$ cat src/rtl/calc_pkg.sv
// Shared calculator definitions: key codes, FSM states, BCD operand geometry.
// Also used by the keyboard controller and the ALU.
package calc_pkg;

  localparam int unsigned DIGIT_W    = 4;
  localparam int unsigned NUM_DIGITS = 4;
  localparam int unsigned BCD_W      = DIGIT_W * NUM_DIGITS;
  localparam int unsigned CNT_W      = 3;

  localparam logic [3:0] KEY_DIGIT_MAX = 4'h9;
  localparam logic [3:0] KEY_ADD       = 4'hA;
  localparam logic [3:0] KEY_SUB       = 4'hB;
  localparam logic [3:0] KEY_MUL       = 4'hC;
  localparam logic [3:0] KEY_DIV       = 4'hD;
  localparam logic [3:0] KEY_EQ        = 4'hE;
  localparam logic [3:0] KEY_CLR       = 4'hF;

  typedef enum logic [2:0] {
    ST_ENTER_A,
    ST_ENTER_B,
    ST_START,
    ST_WAIT,
    ST_SHOW,
    ST_ERROR
  } calc_state_e;

  typedef enum logic [2:0] {
    ENTRY_HOLD,
    ENTRY_CLEAR,
    ENTRY_SHIFT,
    ENTRY_RESTART,
    ENTRY_LOAD
  } entry_cmd_e;

  function automatic logic is_digit(input logic [3:0] k);
    return k <= KEY_DIGIT_MAX;
  endfunction

  function automatic logic is_op(input logic [3:0] k);
    return k inside {KEY_ADD, KEY_SUB, KEY_MUL, KEY_DIV};
  endfunction

endpackage

$ cat src/rtl/bcd_entry_reg.sv
// One BCD operand register: left-shift digit entry saturating at four digits,
// plus clear / restart-with-digit / parallel load.
module bcd_entry_reg
  import calc_pkg::*;
(
  input  logic               clk,
  input  logic               reset,
  input  entry_cmd_e         cmd,
  input  logic [DIGIT_W-1:0] digit,
  input  logic [BCD_W-1:0]   load_val,
  output logic [BCD_W-1:0]   value,
  output logic [CNT_W-1:0]   count,
  output logic [BCD_W-1:0]   value_nxt_c
);

  logic [CNT_W-1:0] count_nxt_c;

  always_comb begin
    value_nxt_c = value;
    count_nxt_c = count;
    case (cmd)
      ENTRY_CLEAR: begin
        value_nxt_c = '0;
        count_nxt_c = '0;
      end
      ENTRY_SHIFT: begin
        // a fifth digit leaves the operand untouched
        if (count < CNT_W'(NUM_DIGITS)) begin
          value_nxt_c = {value[BCD_W-DIGIT_W-1:0], digit};
          count_nxt_c = count + CNT_W'(1);
        end
      end
      ENTRY_RESTART: begin
        value_nxt_c = BCD_W'(digit);
        count_nxt_c = CNT_W'(1);
      end
      ENTRY_LOAD: begin
        value_nxt_c = load_val;
        count_nxt_c = CNT_W'(NUM_DIGITS);
      end
      default: ;
    endcase
  end

  always_ff @(posedge clk) begin
    if (reset) begin
      value <= '0;
      count <= '0;
    end else begin
      value <= value_nxt_c;
      count <= count_nxt_c;
    end
  end

endmodule

$ cat src/rtl/calc_sequencer.sv
// Calculator sequencer: collects two BCD operands and an operator from the
// keypad, hands them to the ALU, and drives the display with the outcome.
module calc_sequencer
  import calc_pkg::*;
#(
  parameter int unsigned TIMEOUT_CYCLES = 255
) (
  input  logic             clk,
  input  logic             reset,
  input  logic             key_valid,
  input  logic [3:0]       key_code,
  input  logic [BCD_W-1:0] alu_res,
  input  logic             alu_done,
  input  logic             alu_err,
  output logic [BCD_W-1:0] alu_num1,
  output logic [BCD_W-1:0] alu_num2,
  output logic [3:0]       alu_op,
  output logic             alu_start,
  output logic [BCD_W-1:0] display,
  output logic             disp_err,
  output logic             busy
);

  localparam int unsigned TMO_W = $clog2(TIMEOUT_CYCLES + 1);

  calc_state_e       state;
  logic [TMO_W-1:0]  tmo_cnt;
  logic [BCD_W-1:0]  result;
  entry_cmd_e        a_cmd_c;
  entry_cmd_e        b_cmd_c;
  logic [BCD_W-1:0]  a_nxt_c;
  logic [BCD_W-1:0]  b_nxt_c;
  logic [CNT_W-1:0]  a_count_unused;
  logic [CNT_W-1:0]  b_count;
  logic              key_digit_c;
  logic              key_op_c;
  logic              key_eq_c;
  logic              key_clr_c;

  assign key_digit_c = key_valid && is_digit(key_code);
  assign key_op_c    = key_valid && is_op(key_code);
  assign key_eq_c    = key_valid && (key_code == KEY_EQ);
  assign key_clr_c   = key_valid && (key_code == KEY_CLR);

  // Operand register commands; clear overrides every state.
  always_comb begin
    a_cmd_c = ENTRY_HOLD;
    b_cmd_c = ENTRY_HOLD;
    if (key_clr_c) begin
      a_cmd_c = ENTRY_CLEAR;
      b_cmd_c = ENTRY_CLEAR;
    end else begin
      case (state)
        ST_ENTER_A: begin
          if (key_digit_c)   a_cmd_c = ENTRY_SHIFT;
          else if (key_op_c) b_cmd_c = ENTRY_CLEAR;
        end
        ST_ENTER_B: begin
          if (key_digit_c) b_cmd_c = ENTRY_SHIFT;
        end
        ST_SHOW: begin
          if (key_digit_c) begin
            a_cmd_c = ENTRY_RESTART;
          end else if (key_op_c) begin
            a_cmd_c = ENTRY_LOAD;
            b_cmd_c = ENTRY_CLEAR;
          end
        end
        default: ;
      endcase
    end
  end

  bcd_entry_reg u_entry_a (
    .clk         (clk),
    .reset       (reset),
    .cmd         (a_cmd_c),
    .digit       (key_code),
    .load_val    (result),
    .value       (alu_num1),
    .count       (a_count_unused),
    .value_nxt_c (a_nxt_c)
  );

  bcd_entry_reg u_entry_b (
    .clk         (clk),
    .reset       (reset),
    .cmd         (b_cmd_c),
    .digit       (key_code),
    .load_val    (result),
    .value       (alu_num2),
    .count       (b_count),
    .value_nxt_c (b_nxt_c)
  );

  // Sequencer FSM with registered outputs.
  always_ff @(posedge clk) begin
    if (reset) begin
      state     <= ST_ENTER_A;
      alu_op    <= '0;
      alu_start <= 1'b0;
      busy      <= 1'b0;
      display   <= '0;
      disp_err  <= 1'b0;
      result    <= '0;
      tmo_cnt   <= '0;
    end else begin
      alu_start <= 1'b0;
      if (key_clr_c) begin
        state    <= ST_ENTER_A;
        alu_op   <= '0;
        busy     <= 1'b0;
        display  <= '0;
        disp_err <= 1'b0;
        result   <= '0;
        tmo_cnt  <= '0;
      end else begin
        case (state)
          ST_ENTER_A: begin
            if (key_digit_c) begin
              display <= a_nxt_c;
            end else if (key_op_c) begin
              alu_op <= key_code;
              state  <= ST_ENTER_B;
            end
          end
          ST_ENTER_B: begin
            if (key_digit_c) begin
              display <= b_nxt_c;
            end else if (key_op_c && (b_count == '0)) begin
              alu_op <= key_code;
            end else if (key_eq_c && (b_count != '0)) begin
              state     <= ST_START;
              alu_start <= 1'b1;
              busy      <= 1'b1;
              display   <= result;
              tmo_cnt   <= '0;
            end
          end
          ST_START: begin
            // the start cycle already counts toward the timeout
            state   <= ST_WAIT;
            tmo_cnt <= TMO_W'(1);
          end
          ST_WAIT: begin
            if (alu_done) begin
              busy <= 1'b0;
              if (alu_err) begin
                state    <= ST_ERROR;
                display  <= '0;
                disp_err <= 1'b1;
              end else begin
                state   <= ST_SHOW;
                result  <= alu_res;
                display <= alu_res;
              end
            end else if (tmo_cnt >= TMO_W'(TIMEOUT_CYCLES - 1)) begin
              state    <= ST_ERROR;
              busy     <= 1'b0;
              display  <= '0;
              disp_err <= 1'b1;
            end else begin
              tmo_cnt <= tmo_cnt + TMO_W'(1);
            end
          end
          ST_SHOW: begin
            if (key_digit_c) begin
              state   <= ST_ENTER_A;
              display <= a_nxt_c;
            end else if (key_op_c) begin
              alu_op  <= key_code;
              state   <= ST_ENTER_B;
              display <= result;
            end
          end
          ST_ERROR: ;
          default: state <= ST_ENTER_A;
        endcase
      end
    end
  end

endmodule

$ cat config.mk
export PLATFORM = sky130hd
export DESIGN_NAME = calc_sequencer
export DESIGN_NICKNAME = d
export VERILOG_FILES = /design/src/rtl/calc_pkg.sv /design/src/rtl/bcd_entry_reg.sv /design/src/rtl/calc_sequencer.sv
export SDC_FILE = /design/constraint.sdc
export NUM_CORES = 1
export LEC_CHECK = 0
export ABC_AREA = 1
export BUFFER_PORTS_ARGS = -buffer_cell sky130_fd_sc_hd__buf_2
export CAP_MARGIN = 20
export CORE_UTILIZATION = 55
export CTS_CLUSTER_DIAMETER = 50
export CTS_CLUSTER_SIZE = 30
export DETAILED_ROUTE_END_ITERATION = 8
export GPL_ROUTABILITY_DRIVEN = 0
export PLACE_DENSITY_LB_ADDON = 0.1
export SKIP_CTS_REPAIR_TIMING = 1
export SLEW_MARGIN = 30
export SYNTH_ARGS = -nofsm -noshare
export SYNTH_HDL_FRONTEND = slang
export SYNTH_SLANG_ARGS = --single-unit
$ cat constraint.sdc
create_clock -name clk -period 2.95 [get_ports clk]
set_clock_uncertainty 0.1 [all_clocks]
set_input_delay 0.7375 -clock clk [delete_from_list [all_inputs] [get_ports clk]]
set_output_delay 0.7375 -clock clk [all_outputs]
set_load 0.01 [all_outputs]
# After elaboration in Yosys (flattened, before gate mapping)
# Cells that the tools add are included.
[op_classes]
n_addsub = 3
eq_ne = 36
n_div = 0
n_reduce_logical = 29
bitwise_logic = 3
magnitude_cmp = 4
n_mul = 0
muxes = 58
n_shift = 0
[ops]
columns = ["op", "count"]
rows = [
  ["16-bit case mux with 4 select lines", 3],
  ["16-bit two-way mux", 11],
  ["3-bit two-way mux", 15],
  ["8-bit two-way mux", 5],
  ["4-bit == test, second input constant", 6],
  ["3-bit case mux with 4 select lines", 2],
  ["8-bit case mux with 3 select lines", 1],
  ["3-bit by 2-bit == test with 1-bit output, second input constant", 6],
  ["2-bit != test, second input constant", 9],
  ["3-bit case mux with 6 select lines", 1],
  ["6-bit AND reduction", 3],
  ["4-bit two-way mux", 4],
  ["4-bit nonzero test", 4],
  ["3-bit == test, second input constant", 4],
  ["3-bit != test, second input constant", 4],
  ["3-bit case mux with 2 select lines", 2],
  ["1-bit two-way mux", 11],
  ["5-bit AND reduction", 2],
  ["3-bit by 1-bit == test with 1-bit output, second input constant", 3],
  ["8-bit by 1-bit adder with 8-bit output, second input constant", 1],
  ["8-bit greater-or-equal comparator, second input constant", 1],
  ["2-bit by 1-bit != test with 1-bit output, second input constant", 4],
  ["4-bit case mux with 2 select lines", 1],
  ["3-bit by 1-bit adder with 3-bit output, second input constant", 2],
  ["other kinds (13)", 28],
]
[word_totals]
n_memories = 0
in_bits = 25
wordCells = 145
ramBits = 0
out_inout_bits = 55
mem_bits_ro = 0
latchBits = 0
reg_bits = 88

# Logic depth before layout (Yosys ltp)
[logic_depth]
depth_word = 11
depth_mapped = 14
ltp_nobuf = 13

# By module
# From an unflattened synthesis, not the netlist that was laid out.
[unflattened]
hier_cells = 933
hier_area_um2 = 5818.1
[modules_own_cells]
columns = ["module", "seq_area_each_um2", "cells_per_inst", "area_each_um2", "instances"]
rows = [
  ["calc_sequencer", 1001.0, 485, 3118.0, 1],
  ["bcd_entry_reg", 380.4, 224, 1350.0, 2],
]

# Least setup slack after synthesis
# No wires, ideal clock.
[synth_timing]
path_type = "input port to flip-flop"
from = "input port key_code[1]"
to = "register display[11]"
setup_slack_ns = 0.927
cell_stages = 13
t_required_ns = 2.718
arrival_time_ns = 1.791
path_buffers = 1
setup_ns = 0.132
cell_sequence = "nand2_1 nand3_4 inv_4 nand2_2 nand3_2 inv_2 buf_4 nand2_1 nand3_1 nand2_1 clkinv_1 nand2_1 a21oi_1"
[synth_between]
elab_chain_cells = 11
word_cells_on_any_way = 43
cone_classes = "1 x order compare; 18 x eq/ne; 15 x mux; 9 x reduce/logical"
[synth_lines]
columns = ["item", "line_no", "rtl"]
rows = [
  ["start, declared", "calc_sequencer.sv:11", "input logic [3:0] key_code,"],
  ["4-bit == test", "calc_pkg.sv:40", "return k inside {KEY_ADD, KEY_SUB, KEY_MUL, KEY_DIV};"],
  ["4-bit nonzero test", "calc_pkg.sv:40", ""],
  ["1-bit logical AND", "calc_sequencer.sv:41", "assign key_op_c = key_valid && is_op(key_code);"],
  ["3-bit two-way mux or 1-bit two-way mux (tied branches)", "calc_sequencer.sv:64, calc_sequencer.sv:56", ""],
  ["3-bit two-way mux", "calc_sequencer.sv:62", "if (key_digit_c) begin"],
  ["3-bit case mux with 2 select lines", "calc_sequencer.sv:53", "case (state)"],
  ["3-bit two-way mux", "calc_sequencer.sv:49", "if (key_clr_c) begin"],
  ["3-bit == test, or another cell as far along", "bcd_entry_reg.sv:21", "case (cmd)"],
  ["16-bit case mux with 4 select lines", "bcd_entry_reg.sv:21", ""],
  ["16-bit two-way mux (on tied branches)", "calc_sequencer.sv:167, calc_sequencer.sv:120, calc_sequencer.sv:128", ""],
  ["16-bit case mux with 4 select lines", "calc_sequencer.sv:118", "case (state)"],
  ["end signal, assigned", "calc_sequencer.sv:121", "display <= a_nxt_c;"],
  ["end signal, assigned", "calc_sequencer.sv:169", "display <= a_nxt_c;"],
  ["end signal, assigned", "calc_sequencer.sv:173", "display <= result;"],
  ["end, declared", "calc_sequencer.sv:19", "output logic [BCD_W-1:0] display,"],
]
# Several ways; a longest one is shown, not always the timed one. The select of a mux whose other input is x is not followed.
# A chain may end at the register's enable or synchronous reset.

# Worst setup path after layout
[layout_timing]
from = "register state[0]"
to = "register display[2]"
[layout_between]
elab_chain_cells = 8
word_cells_on_any_way = 30
cone_classes = "16 x eq/ne; 10 x mux; 4 x reduce/logical"
[layout_lines]
columns = ["item", "line_no", "rtl"]
rows = [
  ["start, declared", "calc_sequencer.sv:26", "calc_state_e state;"],
  ["start signal, assigned", "calc_sequencer.sv:99", "state <= ST_ENTER_A;"],
  ["start signal, assigned", "calc_sequencer.sv:110", "state <= ST_ENTER_A;"],
  ["start signal, assigned", "calc_sequencer.sv:124", "state <= ST_ENTER_B;"],
  ["3-bit == test or 3-bit zero test (tied branches)", "calc_sequencer.sv:53, calc_sequencer.sv:118", ""],
  ["2-bit OR reduction (no line)", "-", ""],
  ["3-bit case mux with 2 select lines", "calc_sequencer.sv:53", ""],
  ["3-bit two-way mux", "calc_sequencer.sv:49", ""],
  ["3-bit == test, or another cell as far along", "bcd_entry_reg.sv:21", ""],
  ["16-bit case mux with 4 select lines", "bcd_entry_reg.sv:21", ""],
  ["16-bit two-way mux", "calc_sequencer.sv:128", "if (key_digit_c) begin"],
  ["16-bit case mux with 4 select lines", "calc_sequencer.sv:118", ""],
  ["end signal, assigned", "calc_sequencer.sv:121", ""],
  ["end signal, assigned", "calc_sequencer.sv:129", "display <= b_nxt_c;"],
  ["end signal, assigned", "calc_sequencer.sv:136", "display <= result;"],
]
# Several ways; a longest one is shown, not always the timed one. The select of a mux whose other input is x is not followed.

==> results_dict.tcl <==
set metrics [dict create \
    outcome "complete, no violations" \
    drc 0 \
    grt-ovfl-total 0 \
    clock_path_buffers 2 \
    final_cell_mix "nand2_1, a21oi_1, dfxtp_1" \
    worst-slew-pin-transition_ns 0.736 \
    synth-seq-cells 88 \
    p_per_area_mw_per_mm2 495 \
    synth-xor-area-share_pct 0.902 \
    startpoint "state[0]$_SDFFE_PP0P_" \
    leakage_nw 2.64 \
    hold-worst-slack_ns 0.351 \
    r2r-start "state[0]$_SDFFE_PP0P_" \
    rsz0062_at_grt "no" \
    met2_usage_pct 51.0 \
    post-route-min-period_ns 2.34 \
    path_class "flip-flop to flip-flop" \
    critPathBufInv 4 \
    vias 5188 \
    firstDrtPassIters 5 \
    top_usage_layer "met2" \
    die_area_mm2 0.00920 \
    syn_area_per_cell_um2 6.38 \
    final_hold_viol_count 0 \
    ff2ff_setup_slack_ns 0.61 \
    clk_latency_ns 0.37 \
    detail_route.iter0.violations 470 \
    min_delay_worst_endpoint "alu_op[0]$_SDFFE_PP0P_" \
    synth_top_family_by_area "simple AND/OR/NAND/NOR gates" \
    htree_levels 3 \
    syn_nets 791 \
    die_h_um 95.9 \
    track_usage_pct 33.2 \
    reg2regPathDepth 11 \
    coreArea_mm2 0.00838 \
    peakVddDrop_uv 313 \
    timing.rr.end "display[2]$_SDFFE_PP0P_" \
    fmax_mhz 427 \
    crit_chain "inv_2 > nor2_4 > nand2_2 > inv_1 > nand2_2 > clkinv_1 > buf_4 > nand2_1 > o211ai_1 > nor2_1 > a21oi_1" \
    critical_path.max_stage_delay_ns 0.43 \
    hold_class "flip-flop to flip-flop" \
    routedWlPerCell_um 15.5 \
    gr-usage-met1_pct 48.7 \
    routed_via_density 5.52 \
    final_common_cell "nand2_1" \
    yosys_warnings 0 \
    synth_fa_ha_area_share_pct 1.29 \
    crit_top_cell "nand2_2" \
    drt_wl_total_um 14500 \
    startpoint_type "flip-flop" \
    grt_pass1_wl_um 23000 \
    ant_nets 0 \
    drv_cap 0 \
    cts_tree "yes" \
    start_util_pct 57.9 \
    grt_use_met3_pct 4.27 \
    endpoint_kind "flip-flop" \
    diodes 0 \
    synth_mux_area_share_pct 0 \
    setup_tns_ns 0 \
    ys_types 38 \
    area_delta_synth_final_pct 13.7 \
    fp-row-count 33 \
    grt_pass1_vias 4553 \
    grt_max_degree 38 \
    port_buffers 79 \
    holdCritStartpoint "alu_op[0]$_SDFFE_PP0P_" \
    hold_depth 2 \
    cts_sinks 88 \
    critical_path.top_delay_family "simple AND/OR/NAND/NOR gates" \
    path_max_fanout 27 \
    critPathSlowestCell "dfxtp_1" \
    root_buffer "clkbuf_8" \
    die_w_um 95.9 \
    crit_arrival_ns 2.54 \
    slew_violations 0 \
    synth_compound_area_share_pct 15.5 \
    syn_area_mm2 0.00485 \
    setup_viol 0 \
    dp_hpwl_um 10700 \
    synth_cells 761 \
    required_ns 3.14 \
    slew_headroom_pct 50.9 \
    synthSimpleGateAreaFrac_pct 36.2 \
    io_pins 80 \
    clk_pin_slew_ns 0.09 \
    utilization_pct 65.8 \
    cts_made_buffers 9 \
    drive_gt1_share_pct 18.1 \
    final_nets 861 \
    period_share_pct 79.4 \
    antenna_found_initial 0 \
    yosysSeqAreaShare_pct 36.3 \
]
-- kinds of logic (layout without fill, tap and decap cells) --
kind of cell,Yosys count,after routing
AOI/OAI and AO/OA,141,141
DFF,88,88
xor gates and xnor gates,5,5
buffers and inverters,113,187
adders and majority gates,5,5
and+or+nand+nor,409,409
-- worst min-delay path, delay by kind of cell, from the launching register on --
family	cells	cell delay (ns)
DFF	1	0.32
buffers and inverters	1	0.05
AOI/OAI and AO/OA	1	0.05
-- cell usage after synthesis --
cell type | n | area share, %
a211oi_1 | 2 | 0.31
a21oi_1 | 93 | 9.6
a21oi_2 | 1 | 0.18
a22oi_1 | 1 | 0.15
a31oi_1 | 1 | 0.13
buf_2 | 9 | 0.93
buf_4 | 6 | 0.93
buf_6 | 2 | 0.46
clkbuf_1 | 14 | 1.1
clkinv_1 | 8 | 0.62
dfxtp_1 | 88 | 36
ha_1 | 5 | 1.3
inv_1 | 62 | 4.8
inv_2 | 11 | 0.85
inv_4 | 1 | 0.13
nand2_1 | 296 | 23
nand2_2 | 6 | 0.77
nand2_4 | 2 | 0.46
nand3_1 | 20 | 2.1
nand3_2 | 2 | 0.41
nand3_4 | 1 | 0.36
nand4_1 | 18 | 2.3
nor2_1 | 33 | 2.6
nor2_2 | 4 | 0.52
nor2_4 | 4 | 0.93
nor3_1 | 7 | 0.72
nor3b_1 | 1 | 0.15
nor3b_2 | 1 | 0.26
nor4_1 | 1 | 0.13
o211a_1 | 1 | 0.21
o211ai_1 | 7 | 1.1
o21ai_0 | 31 | 3.2
o21ai_1 | 1 | 0.10
o21ai_2 | 1 | 0.18
o221ai_1 | 2 | 0.36
or2_2 | 13 | 1.7
xnor2_1 | 3 | 0.54
xor2_1 | 2 | 0.36
-- power by group --
part | total [mW] | switching, mW | internal (mW)
clock | 0.950 | 0.449 | 0.501
sequential | 1.27 | 0.0368 | 1.23
combinational | 0.510 | 0.351 | 0.159
-- worst max path at each step --
| stage | endpoint | cells after the start |
|---|---|---|
| after floorplan | display[11]$_SDFFE_PP0P_ | 13 |
| after global placement | display[9]$_SDFFE_PP0P_ | 14 |
| after detailed placement | display[12]$_SDFFE_PP0P_ | 13 |
| after CTS | display[2]$_SDFFE_PP0P_ | 11 |
| after global routing | display[2]$_SDFFE_PP0P_ | 11 |
| final | display[2]$_SDFFE_PP0P_ | 11 |
-- per-layer routing --
metal | up-vias | wire, um
met5 | - | 0
li1 | 2571 | -
met4 | 0 | 216
met1 | 2327 | 6490
met2 | 268 | 6510
met3 | 22 | 1340
-- flip-flops by register name, summed over array words and instances, names as in the netlist --
| name | flops |
|---|---|
| u_entry_b.value | 16 |
| u_entry_a.value | 16 |
| result | 16 |
| disp_err | 1 |
| state | 3 |
| alu_start | 1 |
| u_entry_b.count | 3 |
| alu_op | 4 |
| u_entry_a.count | 3 |
| tmo_cnt | 8 |
| display | 16 |
| busy | 1 |
-- per-stage QoR --
| step | instance area (um^2) | setup slack (ns) | cells | total power [mW] |
|---|---|---|---|---|
| 5_1_grt | 5520 | 0.435 | 940 | 2.84 |
| 2_1_floorplan | 4850 | 0.927 | 761 | 1.64 |
| 6_report | 5520 | 0.608 | 940 | 2.73 |
| 3_3_place_gp | 5300 | 0.436 | 925 | 1.79 |
| 4_1_cts | 5520 | 0.682 | 940 | 2.72 |
| 3_5_place_dp | 5300 | 0.385 | 925 | 1.80 |
-- layout make-up --
class,instances,area (um^2)
well taps,105,131
flip-flops and latches,88,1760
clock buffers,11,141
clock inverters,4,77.6
fillers,801,2870
inverters,82,310
repair buffers,90,478
multi-input cells,560,2620
No activity file was read; power rests on OpenSTA's default activity.
